`src/rtl/cond_pkg.sv`:
```
`default_nettype none
// ============================================================================
//  Module      : cond_pkg
//  Description : Shared types and default constants for button_conditioner:
//                button FSM state encoding and debounce/auto-repeat defaults.
//  Revision    : 1.0 - initial release
// ============================================================================
package cond_pkg;

    // Button FSM state encoding
    typedef enum logic {
        IDLE = 1'b0,
        HELD = 1'b1
    } btn_state_t;

    // Default number of consecutive stable samples needed to accept a change
    localparam int DEB_CYCLES_DEFAULT    = 4;

    // Default auto-repeat interval in clocks
    localparam int REPEAT_CYCLES_DEFAULT = 16;

    // Width of the auto-repeat counter (covers intervals up to 65535)
    localparam int REPEAT_CNT_W          = 16;

endpackage
`default_nettype wire

```
`src/rtl/button_conditioner_debounce.sv`:
```
`default_nettype none
// ============================================================================
//  Module      : debounce
//  Description : Two-flop synchronizer followed by a saturating debounce
//                counter. The stable level changes only after DEB_CYCLES
//                consecutive synchronized samples disagree with it; any
//                agreeing sample restarts the count.
//  Revision    : 1.0 - initial release
// ============================================================================
module debounce
    import cond_pkg::*;
#(
    parameter int DEB_CYCLES = DEB_CYCLES_DEFAULT
) (
    input  logic clk,
    input  logic rst_n,
    input  logic raw,
    output logic stable
);

    localparam int             CW         = $clog2(DEB_CYCLES + 1);
    localparam logic [CW-1:0]  C_CNT_LAST = CW'(DEB_CYCLES - 1);

    logic          r_sync1;
    logic          r_sync2;
    logic          r_stable;
    logic [CW-1:0] r_cnt;

    // Synchronize the raw input, then count disagreeing samples until accepted
    always_ff @(posedge clk) begin
        if (!rst_n) begin
            r_sync1  <= 1'b0;
            r_sync2  <= 1'b0;
            r_stable <= 1'b0;
            r_cnt    <= '0;
        end else begin
            r_sync1 <= raw;
            r_sync2 <= r_sync1;
            if (r_sync2 == r_stable) begin
                r_cnt <= '0;
            end else if (r_cnt >= C_CNT_LAST) begin
                // Final disagreeing sample: accept the new level; the count
                // never exceeds C_CNT_LAST so it cannot wrap.
                r_stable <= r_sync2;
                r_cnt    <= '0;
            end else begin
                r_cnt <= r_cnt + CW'(1);
            end
        end
    end

    assign stable = r_stable;

endmodule
`default_nettype wire

```
`src/rtl/button_conditioner.sv`:
```
`default_nettype none
// ============================================================================
//  Module      : button_conditioner
//  Description : Conditions a bouncing push-button and mode switch for a pulse
//                controller. The button yields a one-cycle init strobe on each
//                debounced press; the switch yields a debounced per level.
//                Optional macro INIT_AUTOREPEAT_EN adds an init strobe every
//                REPEAT_CYCLES clocks while the button stays held.
//  Revision    : 1.0 - initial release
// ============================================================================
module button_conditioner
    import cond_pkg::*;
#(
    parameter int DEB_CYCLES    = DEB_CYCLES_DEFAULT,
    parameter int REPEAT_CYCLES = REPEAT_CYCLES_DEFAULT
) (
    input  logic clk,
    input  logic rst_n,
    input  logic btn_raw,
    input  logic sw_raw,
    output logic init,
    output logic per
);

    // Elaboration-time guard on the legal parameter ranges
    if (DEB_CYCLES < 1 || DEB_CYCLES > 255 ||
        REPEAT_CYCLES < 2 || REPEAT_CYCLES > 65535) begin : g_param_check
        $error("button_conditioner: parameter out of legal range");
    end

    logic       w_btn_stable;
    logic       w_sw_stable;
    btn_state_t r_state;
    btn_state_t w_state_next;
    logic       w_init_next;
    logic       w_rep_hit;
    logic       r_init;
    logic       r_per;

    debounce #(
        .DEB_CYCLES (DEB_CYCLES)
    ) u_deb_btn (
        .clk    (clk),
        .rst_n  (rst_n),
        .raw    (btn_raw),
        .stable (w_btn_stable)
    );

    debounce #(
        .DEB_CYCLES (DEB_CYCLES)
    ) u_deb_sw (
        .clk    (clk),
        .rst_n  (rst_n),
        .raw    (sw_raw),
        .stable (w_sw_stable)
    );

`ifdef INIT_AUTOREPEAT_EN
    localparam logic [REPEAT_CNT_W-1:0] C_REP_LAST = REPEAT_CNT_W'(REPEAT_CYCLES - 1);

    logic [REPEAT_CNT_W-1:0] r_rep_cnt;

    // Repeat interval counter: held at zero in IDLE so it starts fresh in HELD
    always_ff @(posedge clk) begin
        if (!rst_n || r_state == IDLE) begin
            r_rep_cnt <= '0;
        end else if (w_rep_hit) begin
            r_rep_cnt <= '0;
        end else begin
            r_rep_cnt <= r_rep_cnt + REPEAT_CNT_W'(1);
        end
    end

    assign w_rep_hit = (r_state == HELD) && (r_rep_cnt == C_REP_LAST);
`else
    assign w_rep_hit = 1'b0;
`endif

    // Next-state and strobe decode; the strobe is registered with the state
    always_comb begin
        w_state_next = r_state;
        w_init_next  = 1'b0;
        case (r_state)
            IDLE: begin
                if (w_btn_stable) begin
                    w_state_next = HELD;
                    w_init_next  = 1'b1;
                end
            end
            HELD: begin
                if (!w_btn_stable) begin
                    w_state_next = IDLE;
                end else if (w_rep_hit) begin
                    w_init_next = 1'b1;
                end
            end
            default: begin
                w_state_next = IDLE;
            end
        endcase
    end

    // State, init strobe and registered mode level
    always_ff @(posedge clk) begin
        if (!rst_n) begin
            r_state <= IDLE;
            r_init  <= 1'b0;
            r_per   <= 1'b0;
        end else begin
            r_state <= w_state_next;
            r_init  <= w_init_next;
            r_per   <= w_sw_stable;
        end
    end

    assign init = r_init;
    assign per  = r_per;

endmodule
`default_nettype wire

```
`config.mk`:
```
export PLATFORM = sky130hd
export DESIGN_NAME = button_conditioner
export DESIGN_NICKNAME = d
export VERILOG_FILES = /design/src/rtl/cond_pkg.sv /design/src/rtl/button_conditioner_debounce.sv /design/src/rtl/button_conditioner.sv
export SDC_FILE = /design/constraint.sdc
export NUM_CORES = 1
export LEC_CHECK = 0
export ABC_CLOCK_PERIOD_IN_PS = 1270
export CAP_MARGIN = 15
export CELL_PAD_IN_SITES_DETAIL_PLACEMENT = 1
export CELL_PAD_IN_SITES_GLOBAL_PLACEMENT = 1
export CORE_MARGIN = 2
export CORE_UTILIZATION = 36
export DETAILED_ROUTE_END_ITERATION = 12
export GPL_TIMING_DRIVEN = 0
export PLACE_DENSITY = 0.8
export SETUP_SLACK_MARGIN = 0.5
export SLEW_MARGIN = 20
export SYNTH_ARGS = -nofsm -noshare
export SYNTH_HDL_FRONTEND = slang
export SYNTH_SLANG_ARGS = --single-unit
export TNS_END_PERCENT = 5
```
`constraint.sdc`:
```
create_clock -name clk -period 1.27 [get_ports clk]
set_clock_uncertainty 0.1 [all_clocks]
set_input_delay 0.254 -clock clk [delete_from_list [all_inputs] [get_ports clk]]
set_output_delay 0.254 -clock clk [all_outputs]
set_load 0.01 [all_outputs]
```
Word level (Yosys, flattened, before mapping)
Cells that the tools add are included.

Bits of input ports: 4. Latch bits: 0. Flip-flop bits (word level): 15. Memory bits (writable): 0. ROM bits: 0. Word-level logic and storage cells: 27. Output and inout bits: 2. Memories: 0.

Multiplexer cells: 2. Multiply operators: 0. Equal/unequal tests: 2. Bitwise gates (word level): 4. Reduce and logical (&&, ||, !) cells: 4. Add/subtract/negate cells: 2. Shift operators: 0. $lt $le $gt $ge: 2. Divide/modulo/power cells: 0.

Operators with widths (number): $add 3x1->3 const B (2); $ge 3x2->1 const B (2); $reduce_or 3->1 (2); $not 1->1 (4); $reduce_and 2->1 (2); $eq 1x1->1 (2); $pmux 1 s2 (1); $mux 1 (1).

Logic depth before layout (Yosys ltp)
Gate-level depths: netlist of run 1.

Depth in word-level cells: 3. Mapped depth: 4. Gate-level depth less buffers: 4.

Modules after synthesis
From an unflattened synthesis of run 1, not the netlist that was laid out.

Cells, all modules: 46. Area total of the unflattened synthesis: 551.8 um^2.

Modules (own cells, without submodules): debounce (times used 2, cells each 20, area an instance 235.2 um^2, sequential area each 120.1 um^2); button_conditioner (times used 1, cells each 6, area an instance 81.3 um^2, sequential area each 60.1 um^2).

Least setup slack after synthesis of run 1
Ideal clock, no wire load.

Kind: flip-flop to flip-flop. Start: reg u_deb_btn.r_cnt[0]. End: reg u_deb_btn.r_cnt[2]. Required time: 1.083 ns. Data arrival time: 1.221 ns. Path buffers: 0. Setup time: 0.087 ns. Path slack: -0.138 ns. Cell stages (with the launch flop): 5. Period minus slack after synthesis: 1.408 ns. Path through: dfxtp_1 ha_1 ha_1 a211o_1 nor4b_2.

Word-level cells in the longest chain between the ends: 2. Elaborated cells on any way between the ends: 3. Those cells by class: add/sub: 1; order compare: 1; reduce/logical: 1.

RTL lines: from (decl) (line button_conditioner_debounce.sv:27) `logic [CW-1:0] r_cnt;`; from (signal assigned) (line button_conditioner_debounce.sv:47) `r_cnt <= r_cnt + CW'(1);`; $ge 3x2->1 (line button_conditioner_debounce.sv:41) `end else if (r_cnt >= C_CNT_LAST) begin`; $reduce_or 3->1 (no source line).

Several ways; a longest one is shown, not always the timed one. A chain may end at the register's enable or synchronous reset.

Worst setup path in the final report of run 1
Start: reg u_deb_sw.r_cnt[1]. End: reg u_deb_sw.r_stable, in the netlist u_deb_sw.stable.

Word-level cells in the longest chain between the ends: 2.

RTL lines: from (decl) (line button_conditioner_debounce.sv:27); from (signal assigned) (line button_conditioner_debounce.sv:47); $ge 3x2->1 (line button_conditioner_debounce.sv:41); $reduce_and 2->1 (no source line); to (signal assigned) (line button_conditioner_debounce.sv:44) `r_stable <= r_sync2;`; to (decl) (line button_conditioner_debounce.sv:26) `logic r_stable;`.

Every way passes these cells.

==> results of run 1 <==
-- metal layers --
metal | GRT usage, % | wire length, um
met5 | 0 | 0
met3 | 7.76 | 48
met4 | 7.50 | 25
met1 | 13.6 | 454
met2 | 19.7 | 473
-- power groups by stage --
| stage | registers [uW] | clock network [uW] | logic, uW |
|---|---|---|---|
| detailed placement | 494 | 0 | 29.8 |
| finish | 479 | 275 | 36.5 |
| floorplan | 492 | 0 | 16.4 |
| global placement | 493 | 0 | 28.9 |
| CTS | 483 | 295 | 34.3 |
| global route | 480 | 314 | 40.4 |
-- stage by stage --
stage	std cells	power, uW	hold WS [ns]
2_1_floorplan	47	509	0.268
3_3_place_gp	67	522	0.270
3_5_place_dp	67	523	0.274
4_1_cts	73	812	0.300
5_1_grt	76	834	0.168
6_report	76	791	0.183
-- synth_stat cells --
cell type  instances
ha_1               4
nand2_1            6
dfxtp_1           15
nor4b_2            2
a211o_1            2
mux2i_1            2
inv_1              4
xnor2_1            2
nor3_1             2
nor4b_1            2
buf_2              1
nor2_1             1
and2_1             4
-- what timing repair did --
item | CTS | global route
hold endpoints to repair | 0 | 0
buffers inserted | 2 | 3
pin swaps | 2 | 4
gates resized for setup | 20 | 6
setup endpoints to repair | 17 | 11
-- cell type report --
| type | instances | area (um2) | area share (%) |
|---|---|---|---|
| inverters | 4 | 15.0 | 1.99 |
| flip-flops and latches | 15 | 310 | 41.1 |
| plain buffers | 1 | 11.3 | 1.49 |
| clock inverters | 1 | 7.51 | 0.993 |
| multi-input cells | 27 | 294 | 38.9 |
| clock buffers | 3 | 22.5 | 2.98 |
| well taps | 15 | 18.8 | 2.48 |
| repair buffers | 10 | 76.3 | 10.1 |
-- final timing paths --
check / from / to / slack [ns] / cells after the start
setup / recovery: u_deb_sw.r_cnt[1] / u_deb_sw.stable / -0.13 / 5
hold / removal: rst_n / u_deb_btn.r_cnt[0] / 0.18 / 2
setup reg to reg: u_deb_sw.r_cnt[1] / u_deb_sw.stable / -0.13 / 5
hold reg to reg: r_state / init / 0.29 / 1
-- sequential cells by signal (all words and copies together), names as in the netlist --
register and cells:
init 1, per 1, r_state 1, u_deb_btn.r_cnt 3
u_deb_btn.r_sync1 1, u_deb_btn.r_sync2 1, u_deb_btn.stable 1, u_deb_sw.r_cnt 3
u_deb_sw.r_sync1 1, u_deb_sw.r_sync2 1, u_deb_sw.stable 1
-- worst max-delay path, cell delays in order (launching register included) --
cell and delay, ns:
dfxtp_4 0.36, ha_4 0.16, ha_4 0.15, a211o_4 0.29, buf_6 0.12, mux2i_1 0.10
-- cells in the final DEF, fill, tap and decap left out, drive strengths merged --
cell type and count:
and2 4, nor3 2, dfxtp 15, nor4b 4, ha 4, nand2 6
xnor2 2, mux2i 2, nor2 1, buf 8, clkdlybuf4s50 2, clkinvlp 1
clkbuf 4, a211o 2, inv 4
-- cell families after synthesis --
family          after synthesis  share of synthesized area [%]
mux                           2                           3.75
compound gates                2                           3.28
flops                        15                           56.2
fa+ha+maj                     4                           9.37
buf+inv                       5                           3.75
simple gates                 17                           20.4
xor+xnor                      2                           3.28
==> flow_summary.yaml, run 1 <==
status:
  outcome: "finished, violations left"
  violations: "negative setup slack"
sta:
  max_slew_margin_pct: 75.8
  fmax_ghz: 0.713
  drv_slew: 0
  setup-violations-final: 8
  tns_ns: -0.754
  finalCritPeriodShare_pct: 110
  tightest_slew_ns: 0.361
  hold_violations: 0
  finalCriticalPeriod_ns: 1.40
  fin_ws_ns: -0.132
  rsz0062_at_grt: "true"
detailed_routing:
  routedWlPerCell_um: 13.2
  drtIter0Drc: 0
  viasPerCell: 4.82
  dr.pass1.iters: 1
  route.final.wire_length_um: 1000
  vias: 366
  detail-route-antenna-nets: 0
  drc: 0
pwr:
  power_density_nw_per_um2: 1050
  netSwitchingFraction_pct: 22.0
  p_switching_uw: 174
  power.share.combinational_pct: 4.6
  pwr-share-clk_pct: 34.8
  leakagePower_uw: 0.000302
  peakVddDrop_v: 0.000590
  pwr-share-seq_pct: 60.6
  cellInternalPower_uw: 617
place:
  io_buffers: 5
  gp_congestion: 0.578
  post-place-ws_ns: -0.201
  dp_hpwl_um: 607
  place_area_um2: 631
die:
  pin_count: 6
  die_h_um: 42.5
  std_cell_rows: 13
  fp.dieW_um: 42.5
  initial_core_util_pct: 39.6
  core-area_um2: 1350
  fp.dieArea_um2: 1810
grt:
  grt_use_total_pct: 12.9
  grt_max_degree: 11
  grt_pass1_wl_um: 1590
  grt_pass1_vias: 340
  antenna_found_initial: 0
  overflow: 0
setup_path:
  critPathRequiredTime_ns: 1.36
  cp-end-kind: "register"
  crit_arrival_ns: 1.49
  path_class: "reg2reg"
  path_max_fanout: 4
  critPathLaunchType: "register"
clocking:
  clockRootBuffer: "clkbuf_4"
  cts_buffers: 3
  path_clk_slew_ns: 0.09
  cts_buffer_depth: 2
  htreeDepth: 1
  cts_tree: "yes"
  clk_latency_ns: 0.29
  holdBufCountCts: 0
  cts.sinks: 15
logic_synthesis:
  ys_seq_elements: 15
  synth_cell_types: 13
  synth_area_per_cell_um2: 11.4
  seq_area_frac_synth_pct: 56.2
  postSynthCellCount: 47
  synth_nets: 55
  synthesis.area_um2: 534
  synth_area_leaders: "dfxtp_1 (56%), ha_1 (9.4%), nor4b_2 (5.6%), and2_1 (4.7%), nand2_1 (4.2%)"
  synth_top_area_share_pct: 56.2
  yosysWarnings: 0
  synth_top_cell_by_area: "dfxtp_1"
cells_and_area:
  nets: 70
  n_antenna_cell: 0
  design_area_um2: 756
  num-fill-cells: 143
  layout-drive-gt1-share_pct: 44.3
  post-route-util_pct: 56.0
  area_delta_synth_final_pct: 41.5
worst_hold_path:
  hold_path.class: "in2reg"
flow_run:
  maxCapViolations: 0
No activity file was read; power rests on OpenSTA's default activity.
==> inputs of run 2 (changes only) <==
--- a/config.mk
+++ b/config.mk
@@ -9,11 +9,11 @@
 export CAP_MARGIN = 15
 export CELL_PAD_IN_SITES_DETAIL_PLACEMENT = 1
 export CELL_PAD_IN_SITES_GLOBAL_PLACEMENT = 1
-export CORE_MARGIN = 2
+export CORE_MARGIN = 1.5
 export CORE_UTILIZATION = 36
 export DETAILED_ROUTE_END_ITERATION = 12
 export GPL_TIMING_DRIVEN = 0
-export PLACE_DENSITY = 0.8
+export PLACE_DENSITY_LB_ADDON = 0.1
 export SETUP_SLACK_MARGIN = 0.5
 export SLEW_MARGIN = 20
 export SYNTH_ARGS = -nofsm -noshare
==> flow_summary.yaml, run 2 (same netlist as run 1, synthesis figures left out) <==
status:
  outcome: "finished, violations left"
  violations: "negative setup slack"
setup_path:
  worst-path-buf-inv: 0
  cpPeakStageDelay_ns: 0.36
  critPathRequiredTime_ns: 1.35
  crit_cells: 4
  cp-end-kind: "register"
  path_class: "reg2reg"
  path_max_fanout: 4
  cpMaxStageDelayCell: "dfxtp_2"
  cp_common_cell: "ha_4"
  crit_arrival_ns: 1.49
  critPathLaunchType: "register"
  reg2reg_depth: 4
  critical_path.top_delay_family: "flip-flops"
  path_cells: "ha_4 > ha_4 > a211o_4 > nor4b_4"
grt:
  antenna_found_initial: 0
  grt_use_total_pct: 11.3
  overflow: 0
  grt_pass1_wl_um: 1490
  grt_pass1_vias: 353
  grt_max_degree: 11
die:
  initial_core_util_pct: 39.6
  pin_count: 6
  die_h_um: 41.5
  std_cell_rows: 13
  fp.dieArea_um2: 1720
  core-area_um2: 1350
  fp.dieW_um: 41.5
clocking:
  holdBufCountCts: 0
  clk_latency_ns: 0.27
  path_clk_slew_ns: 0.08
  cts_tree: "yes"
  cts_buffer_depth: 2
  cts_buffers: 3
  htreeDepth: 1
  cts_setup_buffers: 0
  clockRootBuffer: "clkbuf_4"
  cts.sinks: 15
sta:
  fin_ws_ns: -0.144
  hold_violations: 0
  tns_ns: -0.556
  drv_slew: 0
  rsz0062_at_grt: "true"
  tightest_slew_ns: 0.465
  finalCriticalPeriod_ns: 1.41
  setup-violations-final: 7
  fmax_ghz: 0.707
  finalCritPeriodShare_pct: 111
  max_slew_margin_pct: 68.8
detailed_routing:
  wl_met1_um: 406
  detail-route-antenna-nets: 0
  routedWlPerCell_um: 12.4
  vias: 349
  viasPerCell: 4.92
  dr.pass1.iters: 2
  met2_length_um: 437
  drtIter0Drc: 1
  drc: 0
  top_layer_used: "met3"
  wl_met3_um: 33
  route.final.wire_length_um: 877
pwr:
  peakVddDrop_v: 0.000802
  leakagePower_uw: 0.000275
  power_density_nw_per_um2: 1100
place:
  post-place-ws_ns: -0.204
  placed_cells_incl_taps: 67
  io_buffers: 5
  dp_hpwl_um: 689
  place_area_um2: 631
  gp_congestion: 0.557
cells_and_area:
  layout-drive-gt1-share_pct: 35.7
  final_cells: 71
  area_delta_synth_final_pct: 30.9
  register_area_um2: 304
  mostFrequentLayoutCells: "dfxtp_1 (12), nand2_1 (5), inv_1 (4), and2_1 (4)"
  final_common_cell: "dfxtp_1"
  post-route-util_pct: 51.8
  nets: 65
  multi_input_comb_area_um2: 284
  design_area_um2: 699
  n_antenna_cell: 0
  num-fill-cells: 140
  reg_top3: "u_deb_btn.r_cnt x3, u_deb_sw.r_cnt x3"
worst_hold_path:
  hold_path.class: "reg2reg"
  hold_depth: 1
flow_run:
  maxCapViolations: 0
[run 2: path summary, 6_finish.rpt]
kind / endpoint / startpoint / slack [ns]
min: init / r_state / 0.29
max: u_deb_btn.r_cnt[2] / u_deb_btn.r_cnt[0] / -0.14
min reg2reg: init / r_state / 0.29
max reg2reg: u_deb_btn.r_cnt[2] / u_deb_btn.r_cnt[0] / -0.14
[run 2: layer usage]
layer  track usage (%)  vias to the layer above
li1                  -                      175
met1              11.8                      170
met2              20.3                        4
met3              4.35                        0
met4              3.87                        0
met5                 0                        -
[run 2: metrics by stage]
step | power [uW] | hold slack [ns]
after floorplan | 509 | 0.268
after global placement | 521 | 0.274
after detailed placement | 523 | 0.279
after CTS | 779 | 0.291
after global routing | 810 | 0.318
final | 772 | 0.287
[run 2: area by class of cell]
class                   instances  area share [%]
flip-flops and latches         15            43.5
well taps                      15            2.68
clock buffers                   4            3.76
plain buffers                   1            1.61
inverters                       4            2.15
repair buffers                  5            5.72
multi-input cells              27            40.6
[run 2: where the power goes]
group	leakage (uW)	switching, uW	internal, uW
clock	0.0000150	134	121
sequential	0.000123	4.75	478
combinational	0.000137	13.4	20.0
total	0.000275	153	619
[run 2: timing repair]
action,4_1_cts,5_1_grt
pin swaps,2,0
gates resized for setup,17,4
endpoints found under the setup margin,17,13
